[src/rtl/fetch_pc_unit_pkg.sv]
// Shared types and constants for the instruction-fetch front end.
//  fetch_state_e : fetch FSM states
//  fetch_entry_t : one fetch-buffer entry (instruction word + its address + address+4)
//  is_aligned    : word-alignment check used on redirect targets
package fetch_pc_unit_pkg;

  typedef enum logic [1:0] {
    BOOT   = 2'd0,
    RUN    = 2'd1,
    HALTED = 2'd2,
    FAULT  = 2'd3
  } fetch_state_e;

  localparam logic [31:0] NOP_INSTR_DEF    = 32'h0000_0013;  // addi x0,x0,0
  localparam logic [31:0] EBREAK_INSTR_DEF = 32'h0010_0073;

  typedef struct packed {
    logic [31:0] instr;
    logic [31:0] pc;
    logic [31:0] pc_plus4;
  } fetch_entry_t;

  function automatic logic is_aligned(input logic [31:0] addr);
    return addr[1:0] == 2'b00;
  endfunction

endpackage

[src/rtl/fetch_pc_unit_if.sv]
// Bus between the fetch unit and its neighbours (instMem, execute, decode).
//  master : fetch unit side (drives PC and the decode-facing buffer outputs)
//  slave  : environment side (drives RD from instMem, redirect from execute,
//           readyIn from decode)
interface fetch_pc_unit_if;
  logic [31:0] RD;          // instruction word from instMem
  logic        PCSrc;       // redirect request
  logic [31:0] PCTarget;    // redirect target
  logic        readyIn;     // decode accepts buffered instruction
  logic [31:0] PC;          // fetch address to instMem.A
  logic [31:0] instrOut;    // buffered instruction
  logic [31:0] pcOut;       // address of instrOut
  logic [31:0] pcPlus4Out;  // pcOut + 4
  logic        validOut;    // buffer holds a valid instruction
  logic        halted;      // EBREAK fetched
  logic        fault;       // misaligned redirect seen

  modport master (
    input  RD, PCSrc, PCTarget, readyIn,
    output PC, instrOut, pcOut, pcPlus4Out, validOut, halted, fault
  );

  modport slave (
    output RD, PCSrc, PCTarget, readyIn,
    input  PC, instrOut, pcOut, pcPlus4Out, validOut, halted, fault
  );
endinterface

[src/rtl/fetch_pc_unit_buffer.sv]
// One-entry fetch buffer between instMem and decode.
//  clk, rst  : clock, async active-high reset
//  load_i    : capture entry_i and mark valid
//  flush_i   : drop contents (valid cleared, instruction forced to NOP); wins over load
//  drain_i   : decode consumed the entry, clear valid only
//  entry_i   : {instr, pc, pc_plus4} to capture
//  entry_o   : current entry
//  valid_o   : entry is valid
module fetch_pc_unit_buffer
  import fetch_pc_unit_pkg::*;
#(
  parameter logic [31:0] NOP_INSTR = NOP_INSTR_DEF
) (
  input  logic         clk,
  input  logic         rst,
  input  logic         load_i,
  input  logic         flush_i,
  input  logic         drain_i,
  input  fetch_entry_t entry_i,
  output fetch_entry_t entry_o,
  output logic         valid_o
);

  fetch_entry_t entry_q;
  logic         valid_q;

  always_ff @(posedge clk or posedge rst) begin
    if (rst) begin
      entry_q <= '{instr: NOP_INSTR, pc: 32'h0, pc_plus4: 32'h0};
      valid_q <= 1'b0;
    end else if (flush_i) begin
      // Address fields keep their last value; only the instruction is scrubbed.
      entry_q.instr <= NOP_INSTR;
      valid_q       <= 1'b0;
    end else if (load_i) begin
      entry_q <= entry_i;
      valid_q <= 1'b1;
    end else if (drain_i) begin
      valid_q <= 1'b0;
    end
  end

  assign entry_o = entry_q;
  assign valid_o = valid_q;

endmodule

[src/rtl/fetch_pc_unit.sv]
// Instruction-fetch front end. Owns the PC, drives instMem address, captures
// the returned word into a one-entry buffer for decode, applies redirects,
// halts on EBREAK and stops on a misaligned redirect target.
//  clk   : system clock, rising edge
//  reset : asynchronous, active-high
//  bus   : fetch_pc_unit_if.master (RD/PCSrc/PCTarget/readyIn in,
//          PC/instrOut/pcOut/pcPlus4Out/validOut/halted/fault out)
module fetch_pc_unit
  import fetch_pc_unit_pkg::*;
#(
  parameter logic [31:0] RESET_PC     = 32'h0000_0000,
  parameter logic [31:0] NOP_INSTR    = NOP_INSTR_DEF,
  parameter logic [31:0] EBREAK_INSTR = EBREAK_INSTR_DEF
) (
  input  logic             clk,
  input  logic             reset,
  fetch_pc_unit_if.master  bus
);

  fetch_state_e state_q, state_d;
  logic [31:0]  pc_q, pc_d;
  logic [31:0]  pc_plus4;

  logic         buf_load, buf_flush, buf_drain;
  logic         buf_valid;
  fetch_entry_t buf_entry;
  logic         accept;

  assign pc_plus4 = pc_q + 32'd4;  // wraps modulo 2^32
  assign accept   = !buf_valid || bus.readyIn;

  // State register
  always_ff @(posedge clk or posedge reset) begin
    if (reset) begin
      state_q <= BOOT;
      pc_q    <= RESET_PC;
    end else begin
      state_q <= state_d;
      pc_q    <= pc_d;
    end
  end

  // Next-state logic
  always_comb begin
    state_d = state_q;
    case (state_q)
      BOOT: state_d = RUN;
      RUN: begin
        if (bus.PCSrc) begin
          if (!is_aligned(bus.PCTarget)) state_d = FAULT;
        end else if (accept && bus.RD == EBREAK_INSTR) begin
          state_d = HALTED;
        end
      end
      HALTED: state_d = HALTED;
      FAULT:  state_d = FAULT;
      default: state_d = BOOT;
    endcase
  end

  // Output / datapath control
  always_comb begin
    pc_d      = pc_q;
    buf_load  = 1'b0;
    buf_flush = 1'b0;
    buf_drain = 1'b0;
    case (state_q)
      RUN: begin
        if (bus.PCSrc) begin
          // Redirect beats capture and readyIn; a bad target leaves PC alone.
          buf_flush = 1'b1;
          if (is_aligned(bus.PCTarget)) pc_d = bus.PCTarget;
        end else if (accept) begin
          buf_load = 1'b1;
          pc_d     = pc_plus4;
        end
      end
      HALTED: buf_drain = bus.readyIn;  // let the captured EBREAK reach decode
      default: ;
    endcase
  end

  fetch_pc_unit_buffer #(
    .NOP_INSTR (NOP_INSTR)
  ) u_buf (
    .clk     (clk),
    .rst     (reset),
    .load_i  (buf_load),
    .flush_i (buf_flush),
    .drain_i (buf_drain),
    .entry_i ('{instr: bus.RD, pc: pc_q, pc_plus4: pc_plus4}),
    .entry_o (buf_entry),
    .valid_o (buf_valid)
  );

  assign bus.PC         = pc_q;
  assign bus.instrOut   = buf_entry.instr;
  assign bus.pcOut      = buf_entry.pc;
  assign bus.pcPlus4Out = buf_entry.pc_plus4;
  assign bus.validOut   = buf_valid;
  assign bus.halted     = (state_q == HALTED);
  assign bus.fault      = (state_q == FAULT);

endmodule
[src/flat_wrapper.sv]
// flat-port wrapper written by rule: the top's interface ports become plain ports
module fetch_pc_unit_flat import fetch_pc_unit_pkg::*;
#(
  parameter logic [31:0] RESET_PC     = 32'h0000_0000,
  parameter logic [31:0] NOP_INSTR    = NOP_INSTR_DEF,
  parameter logic [31:0] EBREAK_INSTR = EBREAK_INSTR_DEF
)
  (clk, reset, bus_RD, bus_PCSrc, bus_PCTarget, bus_readyIn, bus_PC, bus_instrOut, bus_pcOut, bus_pcPlus4Out, bus_validOut, bus_halted, bus_fault);
  fetch_pc_unit_if bus_i ();
  input  logic clk;
  input  logic reset;
  input wire logic [$bits(bus_i.RD)-1:0] bus_RD;
  input wire logic [$bits(bus_i.PCSrc)-1:0] bus_PCSrc;
  input wire logic [$bits(bus_i.PCTarget)-1:0] bus_PCTarget;
  input wire logic [$bits(bus_i.readyIn)-1:0] bus_readyIn;
  output wire logic [$bits(bus_i.PC)-1:0] bus_PC;
  output wire logic [$bits(bus_i.instrOut)-1:0] bus_instrOut;
  output wire logic [$bits(bus_i.pcOut)-1:0] bus_pcOut;
  output wire logic [$bits(bus_i.pcPlus4Out)-1:0] bus_pcPlus4Out;
  output wire logic [$bits(bus_i.validOut)-1:0] bus_validOut;
  output wire logic [$bits(bus_i.halted)-1:0] bus_halted;
  output wire logic [$bits(bus_i.fault)-1:0] bus_fault;
  assign bus_i.RD = bus_RD;
  assign bus_i.PCSrc = bus_PCSrc;
  assign bus_i.PCTarget = bus_PCTarget;
  assign bus_i.readyIn = bus_readyIn;
  assign bus_PC = bus_i.PC;
  assign bus_instrOut = bus_i.instrOut;
  assign bus_pcOut = bus_i.pcOut;
  assign bus_pcPlus4Out = bus_i.pcPlus4Out;
  assign bus_validOut = bus_i.validOut;
  assign bus_halted = bus_i.halted;
  assign bus_fault = bus_i.fault;
  fetch_pc_unit #(.RESET_PC(RESET_PC), .NOP_INSTR(NOP_INSTR), .EBREAK_INSTR(EBREAK_INSTR)) u_core (.clk(clk), .reset(reset), .bus(bus_i));
endmodule
[config.mk]
export PLATFORM = sky130hd
export DESIGN_NAME = fetch_pc_unit_flat
export DESIGN_NICKNAME = d
export VERILOG_FILES = /design/src/rtl/fetch_pc_unit_pkg.sv /design/src/rtl/fetch_pc_unit_if.sv /design/src/rtl/fetch_pc_unit_buffer.sv /design/src/rtl/fetch_pc_unit.sv /design/src/flat_wrapper.sv
export SDC_FILE = /design/constraint.sdc
export NUM_CORES = 1
export LEC_CHECK = 0
export CELL_PAD_IN_SITES_DETAIL_PLACEMENT = 0
export CELL_PAD_IN_SITES_GLOBAL_PLACEMENT = 1
export CORE_UTILIZATION = 34
export DETAILED_ROUTE_END_ITERATION = 10
export PLACE_DENSITY = 0.8
export SYNTH_ARGS = -nofsm -noshare
export SYNTH_HDL_FRONTEND = slang
export SYNTH_SLANG_ARGS = --single-unit
[constraint.sdc]
create_clock -name clk -period 5.4 [get_ports clk]
set_input_delay 0.81 -clock clk [delete_from_list [all_inputs] [get_ports clk]]
set_output_delay 0.81 -clock clk [all_outputs]
set_load 0.02 [all_outputs]
==> results of run 1 <==
## routing by layer
| layer | up-vias | share of wire, % |
|---|---|---|
| met3 | 28 | 6.8 |
| li1 | 2487 | - |
| met2 | 181 | 49 |
| met1 | 2544 | 42 |
| met5 | - | 0.072 |
| met4 | 2 | 2.0 |
## where the power goes
| group | switching (uW) | leakage [uW] | total (uW) | internal [uW] |
|---|---|---|---|---|
| combinational | 286 | 0.00179 | 578 | 293 |
| sequential | 97.3 | 0.00165 | 1170 | 1080 |
| clock | 422 | 0.000275 | 1120 | 693 |
| total | 805 | 0.00371 | 2870 | 2060 |
## metrics by stage
step	std cells	utilization, %
global route	1016	49.9
finish	1016	49.9
detailed placement	985	46.6
global placement	985	46.6
floorplan	615	-
CTS	1016	49.9
## Yosys cell counts (all sizes together) (5+ instances only)
master,n,area (sq um)
o221a,5,56.3
and3,7,45.1
buf,22,120
a31oi,7,43.8
nor3,9,45.0
a21oi,17,85.1
nand4,8,71.3
dfrtp,126,3150
clkbuf,34,133
a22o,30,263
o21a,5,37.5
nand3,28,145
nand2,149,567
xnor2,10,87.6
o21ai,45,225
nor2,24,90.1
nor4,9,86.3
xor2,12,105
mux2i,7,70.1
## flip-flops by register name, indices dropped and copies added (netlist names)
signal / cells
u_core.u_buf.valid_o: 1
u_core.state_q: 2
u_core.u_buf.entry_o: 94
u_core.bus.PC: 32
## logic make-up after synthesis
logic type,after synthesis,synth area share [%]
simple gates,263,21.3
buf+inv,59,4.42
flops,129,54.2
fa+ha+maj,1,0.210
mux,7,1.17
xor+xnor,22,3.23
compound gates,134,15.5
## final cells by class
cell class                      instances  area share (%)
Clock buffer                           24            5.83
Clock inverter                          7           0.872
Inverter                                3           0.189
Multi-Input combinational cell        427            29.0
Sequential cell                       129            37.6
Tap cell                              225            3.27
Timing Repair Buffer                  201            23.2
## worst max-delay path, delay by kind of cell
| kind | cells | cell delay [ps] |
|---|---|---|
| buffers and inverters | 2 | 1270 |
| AND/OR/NAND/NOR | 2 | 1260 |
| AO/OA/AOI/OAI | 2 | 390 |
## path summary, 6_finish.rpt
path	start	to	slack, ps	cells past startpoint
max reg2reg	u_core.bus.PC[2]	u_core.bus.PC[26]	2580	6
min reg2reg	u_core.u_buf.entry_o[62]	u_core.u_buf.entry_o[62]	470	2
max	bus_PCSrc	u_core.bus.PC[25]	1940	6
max in group asynchronous	reset	u_core.u_buf.entry_o[26]	3370	3
min in group asynchronous	reset	u_core.u_buf.entry_o[62]	930	2
min	u_core.u_buf.entry_o[62]	u_core.u_buf.entry_o[62]	470	2
==> results.json, run 1 <==
{
  "initial_core_util_pct": 34.6,
  "whs_ps": 473,
  "initialDrtViolationCount": 417,
  "ys_async_sr_fraction_pct": 100,
  "hpwl_um": 12600,
  "ios": 199,
  "tightest_slew_ps": 1230,
  "critical_path.max_stage_delay_ps": 910,
  "clkSlewWorstSetupHoldPaths_ps": 60,
  "place_ws_ps": 1540,
  "syn_nets": 684,
  "status": "completed",
  "skew_ps": 9.74,
  "report.final.slew_viol_count": 0,
  "hold_buffers": 0,
  "die_w_um": 134,
  "syn-instance-count": 615,
  "io_buffer_count": 198,
  "synth-edff-count": 0,
  "drtAntennaViolNets": 0,
  "multi_input_area_sq_um": 2500,
  "cts_setup_buffers": 0,
  "dieArea_sq_um": 18100,
  "hold_viol": 0,
  "place_area_sq_um": 8030,
  "first_pass_iters": 5,
  "grt_util_all_layers_pct": 20.7,
  "drc_errors": 0,
  "h-tree-depth": 4,
  "met3_usage_pct": 5.29,
  "setup.worst_path.end_class": "flip-flop",
  "cts_root_buffer": "clkbuf_16",
  "via_per_inst": 5.16,
  "max_freq_mhz": 289,
  "p_leak_uw": 0.00371,
  "clockBufferDepth": 2,
  "regArea_sq_um": 3230,
  "cts_tree": "done",
  "ys_seq_area_share_pct": 54.2,
  "finalInstanceArea_sq_um": 8600,
  "synth_area_sq_um": 5970,
  "final_common_cell": "clkdlybuf4s50_1",
  "die_h_um": 134,
  "num_vias": 5242,
  "maxCapViolCount": 0,
  "grt_max_degree": 84,
  "drive_gt1_share_pct": 7.21,
  "finalNetCount": 848,
  "synth_warnings": 0,
  "grt_pass1_wl_um": 28500,
  "peakVddDrop_uv": 232,
  "start_kind": "input port",
  "arrival_ps": 3750,
  "path_class": "input port to flip-flop",
  "fin_ws_ps": 1940,
  "cp_max_fo": 49,
  "antenna_found_initial": 1,
  "cts_resized": 0,
  "final_cell_mix": "clkdlybuf4s50_1 (197), nand2_1 (148), dfrtp_1 (126)",
  "n_antenna_cell": 0,
  "gp_congestion": 0.818,
  "nFillCells": 1544,
  "holdCritPathClass": "flip-flop to flip-flop",
  "cts.sinks": 129,
  "finalSetupViolations": 0,
  "cts_made_buffers": 17,
  "finalSetupTns_ps": 0,
  "rsz0062_at_grt": "no",
  "area_growth_syn_to_layout_pct": 44.2,
  "powerDensity_nw_per_um2": 333,
  "crit_chain": "buf_2, clkinv_1, and3_2, nor2_2, o21ai_0, o311ai_0",
  "top_usage_layer": "met2",
  "relSlewSlack_pct": 18.1,
  "rows": 48,
  "fin_crit_sh_pct": 64.1,
  "clk_latency_ps": 420,
  "avgSynthCellArea_sq_um": 9.70,
  "power.total_uw": 2870,
  "grt-ovfl-total": 0,
  "coreArea_sq_um": 17200,
  "ys_ff_latch": 129,
  "period_minus_slack_ps": 3460,
  "wirelength_um": 18100,
  "met2_usage_pct": 33.5,
  "wl_per_cell_um": 17.8,
  "cp.required_ps": 5690,
  "grt_pass1_vias": 5141,
  "slowest_stage": "nor2_2",
  "synthDistinctLibCells": 61,
  "grt_util_met1_pct": 26.6,
  "synthFlopType": "dfrtp_1"
}
No activity file was read; power rests on OpenSTA's default activity.
==> run 2, diff against run 1 <==
Clock period 5.4 ns to 3.5 ns, I/O delays scaled along.
==> run 2 against run 1 <==
  * Critical path depth unchanged
  * Clock skew is 2.3 ps lower
  * Sequential cell count unchanged
  * Non-clock buffer count grew 10
  * Clock power is 64% higher
  * Routed wire length grew 1.8%
  * Count of clock-buffer cells in the layout shrank 5
  * Die area unchanged
  * Worst setup slack worse by 990 ps
  * Critical endpoint is now u_core.bus.PC[26]
==> results.json, run 2 (synthesis gave the netlist of run 1 again) <==
{
  "met2_usage_pct": 33.7,
  "grt_pass1_wl_um": 29100,
  "finalCoreUtilization_pct": 50.7,
  "final_common_cell": "clkdlybuf4s50_1",
  "final_cell_mix": "clkdlybuf4s50_1 (197), nand2_1 (148), dfrtp_1 (126)",
  "rsz0062_at_grt": "no",
  "min_from": "u_core.u_buf.entry_o[47]",
  "cp_max_fo": 30,
  "period_minus_slack_ps": 2560,
  "hpwl_um": 12900,
  "rrSetupSlack_ps": 940,
  "grt-ovfl-total": 0,
  "min_to": "u_core.u_buf.entry_o[47]",
  "holdPathStages": 2,
  "start_kind": "flip-flop",
  "relSlewSlack_pct": 46.5,
  "finalSetupViolations": 0,
  "worstReg2RegEnd": "u_core.bus.PC[26]",
  "cts_root_buffer": "clkbuf_16",
  "top_usage_layer": "met2",
  "coreArea_sq_um": 17200,
  "path_buf_inv": 1,
  "initial_core_util_pct": 34.6,
  "arrival_ps": 2870,
  "clk_latency_ps": 420,
  "wl_per_cell_um": 17.9,
  "num_vias": 5340,
  "tightest_slew_ps": 800,
  "die_w_um": 134,
  "critical_path.max_stage_delay_ps": 670,
  "antenna_found_initial": 2,
  "initialDrtViolationCount": 291,
  "cts_tree": "done",
  "ios": 199,
  "crit_chain": "nor2b_1, and3_2, buf_4, nand2_1, o22a_1, o21a_1",
  "finalNetCount": 858,
  "hold_buffers": 0,
  "maxCapViolCount": 0,
  "setup.worst_path.end_class": "flip-flop",
  "powerDensity_nw_per_um2": 520,
  "h-tree-depth": 4,
  "hold_viol": 0,
  "finalSetupTns_ps": 0,
  "p_leak_uw": 0.00380,
  "grt_max_degree": 53,
  "cts_made_buffers": 17,
  "grt_util_met1_pct": 27.1,
  "cts_setup_buffers": 0,
  "status": "completed",
  "io_buffer_count": 198,
  "largest_reg_flops": 94,
  "r2r_start": "u_core.state_q[0]",
  "grt_pass1_vias": 5377,
  "clkSlewWorstSetupHoldPaths_ps": 60,
  "fin_crit_sh_pct": 73.1,
  "ff2ff_path_depth": 6,
  "slowest_stage": "and3_2",
  "drtAntennaViolNets": 0,
  "first_pass_iters": 5,
  "drc_errors": 0,
  "holdCritPathClass": "flip-flop to flip-flop",
  "die_h_um": 134,
  "cp.required_ps": 3810,
  "peakVddDrop_uv": 344,
  "crit_family": "simple AND/OR/NAND/NOR gates",
  "area_growth_syn_to_layout_pct": 46.5,
  "cts_resized": 0,
  "dieArea_sq_um": 18100,
  "drive_gt1_share_pct": 8.73,
  "wirelength_um": 18400,
  "max_freq_mhz": 391,
  "skew_ps": 7.40,
  "report.final.slew_viol_count": 0,
  "via_per_inst": 5.19,
  "gp_congestion": 0.806,
  "clockBufferDepth": 2,
  "path_class": "flip-flop to flip-flop",
  "cts.sinks": 129,
  "grt_util_all_layers_pct": 21.0,
  "met3_usage_pct": 5.37,
  "rows": 48
}
==> run 2: cell count changes in the layout (fill, tap and decap cells not counted), sizes merged <==
| cell | before | now |
|---|---|---|
| clkbuf | 24 | 19 |
| diode | 0 | 2 |
| buf | 4 | 14 |
| clkinv | 3 | 9 |
| bufinv | 1 | 3 |
| clkinvlp | 3 | 1 |
==> run 2: worst max path at each step <==
stage | cells past startpoint | from | slack [ps] | to
after floorplan | 1 | reset | 1380 | u_core.bus.PC[0]
after CTS | 6 | u_core.state_q[0] | 950 | u_core.bus.PC[26]
after detailed placement | 7 | bus_readyIn | 740 | u_core.bus.PC[26]
after global placement | 7 | bus_readyIn | 790 | u_core.bus.PC[26]
after global routing | 6 | u_core.state_q[0] | 720 | u_core.bus.PC[7]
final | 6 | u_core.state_q[0] | 940 | u_core.bus.PC[26]
==> run 2: area by class of cell <==
cell class | instances | area (sq um)
Clock inverter | 13 | 159
Antenna cell | 2 | 5.00
Fill cell | 1514 | 8490
Timing Repair Buffer | 211 | 2100
Tap cell | 225 | 282
Inverter | 3 | 15.0
Multi-Input combinational cell | 427 | 2500
Sequential cell | 129 | 3230
Clock buffer | 19 | 453
==> run 2: routing by layer <==
| metal | wire (um) | share of wire (%) |
|---|---|---|
| met1 | 7950 | 43 |
| met4 | 420 | 2.3 |
| met2 | 8790 | 48 |
| met3 | 1300 | 7.0 |
| met5 | 0 | 0 |
==> run 2: report_power, final <==
part,internal [uW],switching (uW),leakage (uW)
registers,1660,152,0.00165
logic,457,443,0.00184
clock network,1160,680,0.000307
==> run 2: through the flow <==
step                total power (uW)  setup slack [ps]  hold slack (ps)  cells  area [sq um]
finish                          4550               942              476   1029          8740
detailed placement              2740               736              469    995          8130
CTS                             4590               951              484   1027          8740
global route                    4740               716              490   1028          8740
floorplan                       2220              1380              454    615          5970
global placement                2720               786              461    995          8130
==> run 2: tightest hold or removal path, stage by stage, from the launching register on <==
cell and delay [ps]:
dfrtp_1 340, nand2_1 50, nand2_1 50
